File: src/rtl/intc_arbiter.sv
// rtl/intc_arbiter.sv - MMIO interrupt controller/arbiter feeding cp0; optional INTC_ROUND_ROBIN_EN
module intc_arbiter #(
    parameter int unsigned NUM_SRC   = 4,
    parameter logic [31:0] BASE_ADDR = 32'hffff0080
) (
    input  logic               clk,
    input  logic               reset,
    input  logic [NUM_SRC-1:0] irq_src,
    input  logic [31:0]        address,
    input  logic [31:0]        wr_data,
    input  logic               MemRead,
    input  logic               MemWrite,
    input  logic               taken_interrupt,
    output logic               intc_interrupt,
    output logic               intc_address,
    output logic [31:0]        rd_data
);

    typedef enum logic [1:0] {
        S_IDLE    = 2'd0,
        S_REQ     = 2'd1,
        S_SERVICE = 2'd2
    } state_t;

    state_t             state_q;
    logic [NUM_SRC-1:0] pending_q;
    logic [NUM_SRC-1:0] pending_d;
    logic [NUM_SRC-1:0] mask_q;
    logic [NUM_SRC-1:0] irq_prev_q;
    logic [2:0]         svc_id_q;
    logic               in_svc_q;
`ifdef INTC_ROUND_ROBIN_EN
    logic [2:0]         rr_ptr_q;
`endif

    logic [NUM_SRC-1:0] req;
    logic [NUM_SRC-1:0] rise;
    logic [NUM_SRC-1:0] win_oh;
    logic [2:0]         winner;
    logic [1:0]         off;
    logic               wr_en;
    logic               mask_wr;
    logic               ack_wr;
    logic               eoi_wr;
    logic               take;
    logic               unused_bits;

    assign off          = address[3:2];
    assign intc_address = (address[31:4] == BASE_ADDR[31:4]) && (MemRead || MemWrite);
    assign wr_en        = intc_address && MemWrite;
    assign mask_wr      = wr_en && (off == 2'd1);
    assign ack_wr       = wr_en && (off == 2'd2);
    assign eoi_wr       = wr_en && (off == 2'd3);
    assign rise         = irq_src & ~irq_prev_q;
    assign req          = pending_q & mask_q;
    assign take         = (state_q == S_REQ) && taken_interrupt;
    assign intc_interrupt = (state_q == S_REQ);
    assign unused_bits  = ^{address[1:0], wr_data};

    // Pick the winning source: lowest requesting index, or with round-robin the
    // lowest index at/after rr_ptr, falling back to the lowest overall (wrap).
    always_comb begin
        winner = 3'd0;
        win_oh = '0;
        for (int i = NUM_SRC - 1; i >= 0; i--) begin
            if (req[i]) begin
                winner    = 3'(i);
                win_oh    = '0;
                win_oh[i] = 1'b1;
            end
        end
`ifdef INTC_ROUND_ROBIN_EN
        for (int i = NUM_SRC - 1; i >= 0; i--) begin
            if (req[i] && (i >= int'(rr_ptr_q))) begin
                winner    = 3'(i);
                win_oh    = '0;
                win_oh[i] = 1'b1;
            end
        end
`endif
    end

    // Next pending: ACK clears, service entry clears the winner, a new edge always wins.
    always_comb begin
        pending_d = pending_q;
        if (ack_wr) begin
            pending_d = pending_d & ~wr_data[NUM_SRC-1:0];
        end
        if (take) begin
            pending_d = pending_d & ~win_oh;
        end
        pending_d = pending_d | rise;
    end

    // Register read mux; zero unless this is a load hitting the window.
    always_comb begin
        rd_data = 32'd0;
        if (intc_address && MemRead) begin
            case (off)
                2'd0:    rd_data = 32'(pending_q);
                2'd1:    rd_data = 32'(mask_q);
                2'd2:    rd_data = 32'd0;
                default: rd_data = {in_svc_q, 28'd0, svc_id_q};
            endcase
        end
    end

    // Edge history, pending and mask registers.
    always_ff @(posedge clk or posedge reset) begin
        if (reset) begin
            irq_prev_q <= '0;
            pending_q  <= '0;
            mask_q     <= '0;
        end else begin
            irq_prev_q <= irq_src;
            pending_q  <= pending_d;
            if (mask_wr) begin
                mask_q <= wr_data[NUM_SRC-1:0];
            end
        end
    end

    // Service sequencer: request cp0, latch the winner on take, hold until EOI.
    always_ff @(posedge clk or posedge reset) begin
        if (reset) begin
            state_q  <= S_IDLE;
            svc_id_q <= 3'd0;
            in_svc_q <= 1'b0;
`ifdef INTC_ROUND_ROBIN_EN
            rr_ptr_q <= 3'd0;
`endif
        end else begin
            case (state_q)
                S_IDLE: begin
                    if (|req) begin
                        state_q <= S_REQ;
                    end
                end
                S_REQ: begin
                    if (taken_interrupt) begin
                        state_q  <= S_SERVICE;
                        svc_id_q <= winner;
                        in_svc_q <= 1'b1;
`ifdef INTC_ROUND_ROBIN_EN
                        rr_ptr_q <= (winner == 3'(NUM_SRC - 1)) ? 3'd0 : winner + 3'd1;
`endif
                    end else if (!(|req)) begin
                        state_q <= S_IDLE;
                    end
                end
                S_SERVICE: begin
                    if (eoi_wr) begin
                        state_q  <= S_IDLE;
                        in_svc_q <= 1'b0;
                    end
                end
                default: state_q <= S_IDLE;
            endcase
        end
    end

endmodule
File: config.mk
export PLATFORM = sky130hd
export DESIGN_NAME = intc_arbiter
export DESIGN_NICKNAME = d
export VERILOG_FILES = /design/src/rtl/intc_arbiter.sv
export SDC_FILE = /design/constraint.sdc
export NUM_CORES = 1
export LEC_CHECK = 0
export BUFFER_PORTS_ARGS = -buffer_cell sky130_fd_sc_hd__buf_4
export CAP_MARGIN = 30
export CORE_MARGIN = 4
export CORE_UTILIZATION = 37
export DETAILED_ROUTE_END_ITERATION = 8
export PLACE_DENSITY = 0.92
export SYNTH_ARGS = -nofsm -noshare
export SYNTH_HDL_FRONTEND = slang
export SYNTH_SLANG_ARGS = --single-unit
File: constraint.sdc
create_clock -name clk -period 1.6 [get_ports clk]
set_clock_uncertainty 0.05 [all_clocks]
set_input_delay 0.24 -clock clk [delete_from_list [all_inputs] [get_ports clk]]
set_output_delay 0.24 -clock clk [all_outputs]
set_load 0.01 [all_outputs]
==> impl_metrics.ini <==
[clock_network]
clk_latency_ns = 0.30
clockRootBuffer = clkbuf_4
clk_path_buf_depth = 2
clk_pin_slew_worst_paths_ns = 0.09
numCtsBuffers = 3
htreeDepth = 1
cts_tree = built
clock_sinks = 17

[setup_path]
critPathKind = in -> out
critPathMostFrequentCell = buf_6
cp.required_ns = 1.31
path_depth = 7
slowest_stage = nor4_4
rrSetupSlack_ns = 0.10
cp.arrival_ns = 1.41
end_kind = output port
cp_cell_sequence = buf_6 -> nand4_1 -> nor4_4 -> buf_4 -> and2_4 -> o21a_1 -> buf_6
crit_buf_inv = 3
cpPeakStageDelay_ns = 0.39
cp-start-kind = input pin
reg2reg_from = mask_q[1]
crit_path_max_fanout = 2
r2r-end = pending_q[3]
critical-path-top-delay-family = simple AND/OR/NAND/NOR gates
reg2reg_depth = 5

[detailed_routing]
firstDrtPassIters = 5
via_per_inst = 4.79
drc = 0
totalWireLength_mm = 3.56
drt-initial-drc-count = 33
wl_per_cell_um = 15.0
route.antenna.remaining_nets = 0
vias = 1136

[layout]
areaGrowthSynthToFinish_pct = 53.3
drive_above_1_share = 0.446
nets = 267
final_util = 0.587
postLayoutCellArea_sq_um = 1780
nFillCells = 269
multiInputGateArea_sq_um = 701
antenna_cells = 0
seq_area_sq_um = 425

[logic_synthesis]
yosysTopAreaCellShare = 0.367
yosysMostFrequentCell = buf_4
ys_seq_area_frac = 0.367
synth_seq_cells = 17
synthArstFlopShare = 1.00
ys_top_cells_by_area = dfrtp_1 37%, buf_4 17%, mux2_2 4.9%
netlist_top_cells_count = 27 x buf_4, 17 x dfrtp_1, 8 x nand2_1, 6 x nor2_1
synth_ff_type = dfrtp_1
synth_cell_types = 36
syn_area_sq_um = 1160
syn_inst = 126
synth.avg_cell_area_sq_um = 9.20
synth-edff-count = 0
synth_top_cell_by_area = dfrtp_1
ys_warn_count = 0

[sta]
hold_violations = 0
max_slew.worst_pin.slew_ns = 0.653
rsz0062_at_grt = true
max_slew_margin = 0.564
fin_crit_ns = 1.70
max_freq_mhz = 587
fin_ws_ns = -0.104
maxSlewViolCount = 0
fin_crit_sh = 1.07
setup_viol = 6

[grt]
grt_overflow = 0
antenna_found_initial = 0
grt_pass1_wl_mm = 5.34
grt_max_degree = 18
grt_pass1_vias = 1129
track_usage = 0.165

[power_and_ir_drop]
power_frac_comb = 0.226
cell_internal_pwr_w = 0.000636
clkPwrFrac = 0.268
p_leak_nw = 0.846
p_sw_w = 0.000234
powerDensity_nw_per_um2 = 490
p_sw_frac = 0.269
seqPwrFrac = 0.507
peakVddDrop_uv = 400

[min_path]
min_from = irq_src[0]
hp-class = in -> reg
worst_hold_path.num_cells = 1
holdPathEnd = irq_prev_q[0]

[status]
failed_checks = negative setup slack
outcome = complete, but fails checks

[place]
gp_congestion = 0.863
dp_hpwl_mm = 2.39
portBuffers = 49
dpl_cell_area_sq_um = 1540

[floorplanning]
pin_count = 107
dieArea_sq_um = 4090
die_h_um = 64.0
die_w_um = 64.0
row_count = 20
start_util = 0.383
core_area_sq_um = 3030

[flow_run]
max_cap_violations = 0
worst max-delay path by stage:
stage,from,end
6_report,address[21],intc_address
3_5_place_dp,address[5],rd_data[2]
5_1_grt,address[21],intc_address
2_1_floorplan,address[30],rd_data[2]
3_3_place_gp,address[10],rd_data[3]
4_1_cts,address[22],rd_data[2]
state kept, by name, summed over array words and instances (netlist names):
name / cells
in_svc_q: 1
irq_prev_q: 4
mask_q: 4
pending_q: 4
svc_id_q: 2
state_q: 2
area by class of cell:
cell class,count,share of cell area
well taps,44,0.0310
multi-input cells,101,0.394
inverters,4,0.00845
clock buffers,4,0.0148
flip-flops and latches,17,0.239
repair buffers,67,0.312
through the flow:
| step | cells | TNS (ns) | total power [W] | hold WS [ns] | worst slack (ns) |
|---|---|---|---|---|---|
| floorplan | 152 | 0 | 0.000562 | 0.116 | 0.0614 |
| global placement | 225 | -1.94 | 0.000606 | 0.306 | -0.205 |
| detailed placement | 225 | -2.07 | 0.000609 | 0.309 | -0.217 |
| CTS | 233 | -0.286 | 0.000865 | 0.000565 | -0.0720 |
| global route | 237 | -0.766 | 0.000916 | 0.000557 | -0.165 |
| finish | 237 | -0.394 | 0.000870 | 0.0137 | -0.104 |
cell usage in the layout, fill, tap and decap left out, drive strengths merged, types with 2 or more instances in the layout:
master and instances:
a21oi 5, and3 2, mux2 5, nor3 3, nand4 6, a31oi 3
conb 27, clkbuf 4, nand2 8, nor2 6, inv 4, nor2b 5
nor4 3, a22oi 4, dlygate4sd3 4, buf 63, dfrtp 17, nand3 4
mux2i 2, o21ai 5
routing by layer:
metal | vias up | track usage | part of all wire
li1 | 530 | - | -
met1 | 559 | 0.187 | 0.35
met3 | 6 | 0.0404 | 0.048
met2 | 41 | 0.295 | 0.58
met5 | - | 0 | 0
met4 | 0 | 0.0620 | 0.018
worst reg2reg max path: stages, from the launching register on:
cell and delay (ns):
dfrtp_1 0.41, buf_4 0.16, a22oi_1 0.38, nand4_1 0.15, a21boi_0 0.20, a31oi_1 0.06
repair_timing:
item	CTS	global route
endpoints found under the setup margin	6	6
gates resized for setup	23	5
hold buffers	2	2
hold endpoints to repair	18	2
buffers inserted	2	2
pin swaps	8	8
cells by family (layout without fill, tap and decap cells):
kind of cell / count (synthesis) / in the layout / share of synthesized area
other: 1 / 27 / 0.00324
multiplexers: 7 / 7 / 0.0659
buffers and inverters: 34 / 75 / 0.198
AND/OR/NAND/NOR: 45 / 45 / 0.245
flip-flops: 17 / 17 / 0.367
AO/OA/AOI/OAI: 22 / 22 / 0.121
power by group through the flow:
stage | Sequential, W | Combinational [W] | Clock (W)
after floorplan | 0.000448 | 0.000114 | 0
after global placement | 0.000449 | 0.000157 | 0
after detailed placement | 0.000449 | 0.000160 | 0
after CTS | 0.000441 | 0.000183 | 0.000241
after global routing | 0.000442 | 0.000214 | 0.000260
final | 0.000441 | 0.000196 | 0.000233
No activity file was read; power rests on OpenSTA's default activity.
